==> src/rtl/uart_rx.sv <==
// uart_rx: 8N1 UART receiver.
//   Samples an asynchronous serial line through a 2-flop synchronizer.
//   Rebuilds the 8-bit payload LSB-first using mid-bit sampling.
//   Each good byte is presented with a one-cycle valid strobe.
//   A stop bit sampled low raises a one-cycle framing_error pulse.
//   After a framing error the receiver waits for the line to return high.
// Ports:
//   clock          in   system clock, rising edge
//   reset          in   asynchronous active-high reset
//   rx             in   serial line, idle high, asynchronous to clock
//   data[7:0]      out  last correctly received byte
//   valid          out  one-cycle pulse, data updated in the same cycle
//   framing_error  out  one-cycle pulse when the stop bit samples 0
//   busy           out  high while a frame is in progress
module uart_rx #(
  parameter int CLKS_PER_BIT = 16
) (
  input  logic       clock,
  input  logic       reset,
  input  logic       rx,
  output logic [7:0] data,
  output logic       valid,
  output logic       framing_error,
  output logic       busy
);

  localparam int HALF_BIT = CLKS_PER_BIT / 2;
  localparam int CW       = $clog2(CLKS_PER_BIT);
  localparam logic [CW-1:0] CYC_LAST = CW'(CLKS_PER_BIT - 1);
  localparam logic [CW-1:0] CYC_HALF = CW'(HALF_BIT - 1);
  localparam logic [CW-1:0] CYC_ZERO = '0;
  localparam logic [CW-1:0] CYC_ONE  = CW'(1);

  typedef enum logic [2:0] {
    S_IDLE  = 3'd0,
    S_START = 3'd1,
    S_DATA  = 3'd2,
    S_STOP  = 3'd3,
    S_BREAK = 3'd4
  } state_e;

  state_e          state_q, state_d;
  logic            rx_meta_q;
  logic            rx_s_q;
  logic [CW-1:0]   cyc_q, cyc_d;
  logic [2:0]      bit_q, bit_d;
  logic [7:0]      shift_q, shift_d;
  logic [7:0]      data_q, data_d;
  logic            valid_q, valid_d;
  logic            fe_q, fe_d;
  logic            busy_q, busy_d;

  // Synchronizer, FSM state, counters and registered outputs.
  always_ff @(posedge clock or posedge reset) begin
    if (reset) begin
      rx_meta_q <= 1'b1;
      rx_s_q    <= 1'b1;
      state_q   <= S_IDLE;
      cyc_q     <= CYC_ZERO;
      bit_q     <= 3'd0;
      shift_q   <= 8'h00;
      data_q    <= 8'h00;
      valid_q   <= 1'b0;
      fe_q      <= 1'b0;
      busy_q    <= 1'b0;
    end else begin
      rx_meta_q <= rx;
      rx_s_q    <= rx_meta_q;
      state_q   <= state_d;
      cyc_q     <= cyc_d;
      bit_q     <= bit_d;
      shift_q   <= shift_d;
      data_q    <= data_d;
      valid_q   <= valid_d;
      fe_q      <= fe_d;
      busy_q    <= busy_d;
    end
  end

  // Next-state and output decode; decisions use only the synchronized line.
  always_comb begin
    state_d = state_q;
    cyc_d   = cyc_q;
    bit_d   = bit_q;
    shift_d = shift_q;
    data_d  = data_q;
    valid_d = 1'b0;
    fe_d    = 1'b0;
    // busy lags the state by one cycle so it covers the strobe cycle.
    busy_d  = (state_q != S_IDLE);
    case (state_q)
      S_IDLE: begin
        if (!rx_s_q) begin
          state_d = S_START;
          cyc_d   = CYC_ZERO;
        end else begin
          cyc_d   = CYC_ZERO;
        end
      end
      S_START: begin
        // Re-check the line at mid start bit; a high line is a glitch.
        if (cyc_q == CYC_HALF) begin
          cyc_d = CYC_ZERO;
          if (!rx_s_q) begin
            state_d = S_DATA;
            bit_d   = 3'd0;
          end else begin
            state_d = S_IDLE;
          end
        end else begin
          cyc_d = cyc_q + CYC_ONE;
        end
      end
      S_DATA: begin
        if (cyc_q == CYC_LAST) begin
          cyc_d   = CYC_ZERO;
          // Shift right so the first bit received lands in bit 0.
          shift_d = {rx_s_q, shift_q[7:1]};
          if (bit_q == 3'd7) begin
            state_d = S_STOP;
          end else begin
            bit_d = bit_q + 3'd1;
          end
        end else begin
          cyc_d = cyc_q + CYC_ONE;
        end
      end
      S_STOP: begin
        if (cyc_q == CYC_LAST) begin
          cyc_d = CYC_ZERO;
          if (rx_s_q) begin
            data_d  = shift_q;
            valid_d = 1'b1;
            state_d = S_IDLE;
          end else begin
            fe_d    = 1'b1;
            state_d = S_BREAK;
          end
        end else begin
          cyc_d = cyc_q + CYC_ONE;
        end
      end
      S_BREAK: begin
        // A held-low line must not be mistaken for a stream of new frames.
        cyc_d = CYC_ZERO;
        if (rx_s_q) begin
          state_d = S_IDLE;
        end else begin
          state_d = S_BREAK;
        end
      end
      default: begin
        state_d = S_IDLE;
        cyc_d   = CYC_ZERO;
        bit_d   = 3'd0;
      end
    endcase
  end

  assign data          = data_q;
  assign valid         = valid_q;
  assign framing_error = fe_q;
  assign busy          = busy_q;

endmodule
==> config.mk <==
export PLATFORM = sky130hd
export DESIGN_NAME = uart_rx
export DESIGN_NICKNAME = d
export VERILOG_FILES = /design/src/rtl/uart_rx.sv
export SDC_FILE = /design/constraint.sdc
export NUM_CORES = 1
export LEC_CHECK = 0
export BUFFER_PORTS_ARGS = -buffer_cell sky130_fd_sc_hd__buf_2
export CORE_UTILIZATION = 51
export CTS_CLUSTER_DIAMETER = 200
export CTS_CLUSTER_SIZE = 30
export DETAILED_ROUTE_END_ITERATION = 7
export PLACE_DENSITY = 0.71
export SKIP_CTS_REPAIR_TIMING = 1
export SLEW_MARGIN = 40
export SYNTH_ARGS = -nofsm -noshare
export SYNTH_HDL_FRONTEND = slang
export SYNTH_SLANG_ARGS = --single-unit
==> constraint.sdc <==
create_clock -name clock -period 2.1 [get_ports clock]
set_clock_uncertainty 0.05 [all_clocks]
set_input_delay 0.105 -clock clock [delete_from_list [all_inputs] [get_ports clock]]
set_output_delay 0.105 -clock clock [all_outputs]
set_load 0.01 [all_outputs]
==> reports/results.ini <==
[drt]
wl_met3_um=124
wl_mm=2.120
route.layer.met1.wl_um=948
vias=819
viasPerCell=5.497
wl_per_cell_um=14.23
drc=0
firstDrtPassIters=4
drt-initial-drc-count=24
wl_met2_um=995
drt.antenna.violating_nets=0
highest_layer=met4

[floorplanning]
fp-row-count=18
start_util_pct=53.89
core_area_um2=2477
die_area_um2=2827
die_height_um=53.17
io_pins=14
die_w_um=53.17

[global_routing]
grt_overflow=0
grt_max_degree=22
antenna_found_initial=0
track_usage_pct=19.03
grt_pass1_vias=764
grt_pass1_wl_mm=3.512

[clocking]
ctsLongestPathBuffers=2
cts_root_buf=clkbuf_4
ctsHtreeMaxLevel=2
cts_tree=done
cts_made_buffers=5
cts_num_sinks=31
cts.clk_slew.worst_paths_ns=0.09
worstSkewPairLatency_ns=0.32

[yosys]
ys_seq_elements=31
yosysSeqAreaShare_pct=58.29
netlist.top_cell.by_area=dfrtp_1
synth_edf_count=0
synth_flop_cell=dfrtp_1
synth-async-reset-ratio_pct=100.0
synth_area_um2=1335
synth_nets=102
avgSynthCellArea_um2=13.91
synthCells=96
yosys.area.top_type_share_pct=54.36
yosys_warnings=0
ys_types=30
synth_area_leaders=dfrtp_1 54%, mux2_2 11%, mux2_4 9.0%, dfstp_2 3.9%, ha_1 2.8%

[pwr]
p_leak_nw=0.8003
switching_share_pct=32.03
p_seq_share_pct=52.1
irDropWorstVdd_uv=782.5
comb_power_share_pct=26.9
p_switching_uw=478.4
clockPowerShare_pct=21.1
p_int_mw=1.015
total_power_mw=1.493
powerDensity_nw_per_um2=988.0

[worst_setup_path]
critPathArrivalTime_ns=2.08
start_kind=flop
r2r_start=state_q[1]
reg2reg_depth=4
worstReg2RegEnd=data[3]
crit_fanout=13
setup.worst_path.class=reg2reg
r2r_setup_slack_ns=0.17
critPathCaptureType=flop
cp_data_required_time_ns=2.26
critPathLaunch=state_q[1]
endpoint=data[3]

[sta]
slew_headroom_pct=73.39
finalCriticalPeriod_ns=1.925
tightestPinTransition_ns=0.3965
fmax_mhz=519.5
tns_ns=0
finalCritPeriodShare_pct=91.67
rsz0062_at_grt=false
slew_violations=0
setup_violations=0
finalHoldViolCount=0
setup_ws_ns=0.1750

[placed_design]
numPortBuffers=13
dp_hpwl_mm=1.592
gp_congestion=0.7439
numPlacedInstances=139
pre_cts_ws_ns=0.1689

[layout]
instances_no_fill=149
nFillCells=208
drive_gt1_share_pct=40.34
syn2layout_area_growth_pct=13.21
n_antenna_cell=0
nets=124

[hold_path]
hold_class=in2async

[status]
status=finished, final reports clean

[flow_run]
cap_violations=0

worst min path at each step:
| stage | startpoint | endpoint | slack (ns) | cells after the start |
|---|---|---|---|---|
| final | reset | bit_q[2] | 0.25 | 3 |
| after global routing | reset | cyc_q[2] | 0.26 | 3 |
| after CTS | reset | bit_q[1] | -0.30 | 2 |
| after detailed placement | reset | bit_q[1] | 0.06 | 2 |
| after global placement | reset | bit_q[2] | 0.05 | 2 |
| after floorplan | rx | rx_meta_q | 0.06 | 0 |
cells in the final DEF (no fill, tap or decap), types with 2 or more instances in the layout:
cell / instances
nor2_1: 6
mux2_4: 8
nand3_1: 2
clkbuf_1: 2
buf_2: 13
and3_1: 2
ha_1: 3
nand2_1: 2
clkbuf_4: 5
mux2_2: 13
buf_4: 4
dfstp_2: 2
nor3_1: 2
dfrtp_1: 29
xnor2_1: 3
a21oi_1: 2
dlygate4sd3_1: 2
inv_1: 3
sequential cells by signal (all words and copies together) (netlist names):
| name | count |
|---|---|
| bit_q | 3 |
| cyc_q | 4 |
| valid | 1 |
| rx_meta_q | 1 |
| state_q | 3 |
| busy | 1 |
| rx_s_q | 1 |
| shift_q | 8 |
| data | 8 |
| framing_error | 1 |
per-stage QoR:
stage	hold slack [ns]	util (%)	area [µm²]
floorplan	0.05948	-	1335
global placement	0.04852	58.18	1441
detailed placement	0.05564	58.18	1441
global route	0.2636	61.01	1511
CTS	-0.2968	60.20	1491
finish	0.2541	61.01	1511
cell usage after synthesis, types with 2 or more instances:
cell type	instances
dfstp_2	2
nor2_1	6
mux2_4	8
and3_1	2
xnor2_1	3
mux2_2	13
nor3_1	2
inv_1	3
nand3_1	2
dfrtp_1	29
buf_4	3
a21oi_1	2
ha_1	3
nand2_1	2
metal layers:
| layer | vias to the layer above | track usage [%] |
|---|---|---|
| met2 | 25 | 26.37 |
| met1 | 398 | 23.80 |
| met4 | 0 | 10.09 |
| met5 | - | 0 |
| li1 | 388 | - |
| met3 | 8 | 9.770 |
cell type report:
cell class | count | area, µm² | area share [%]
clock buffer | 7 | 45.04 | 2.980
multi-input combinational | 58 | 519.2 | 34.35
tap | 30 | 37.54 | 2.483
timing repair buffer | 19 | 115.1 | 7.616
inverter | 3 | 11.26 | 0.7450
clock inverter | 1 | 5.005 | 0.3311
sequential | 31 | 778.2 | 51.49
logic make-up (layout without fill, tap and decap cells):
kind of cell / count (synthesis) / count (layout) / share of synthesized area, %
xor gates and xnor gates: 4 / 4 / 2.625
buffers and inverters: 7 / 30 / 2.811
adders and majority gates: 3 / 3 / 2.812
and+or+nand+nor: 22 / 22 / 8.999
muxes: 22 / 22 / 20.71
DFF: 31 / 31 / 58.29
AOI/OAI and AO/OA: 7 / 7 / 3.749
power by group through the flow:
| stage | clock network [mW] | registers, mW | logic [mW] |
|---|---|---|---|
| finish | 0.315 | 0.777 | 0.401 |
| global route | 0.370 | 0.799 | 0.456 |
| CTS | 0.330 | 0.777 | 0.403 |
| detailed placement | 0 | 0.788 | 0.402 |
| global placement | 0 | 0.782 | 0.380 |
| floorplan | 0 | 0.739 | 0.374 |
worst max-delay path: stages (launching register included):
cell,delay [ns]
dfrtp_1,0.59
nand2_1,0.16
or4_1,0.50
buf_4,0.21
mux2_4,0.31
(Power assumes the default switching activity.)
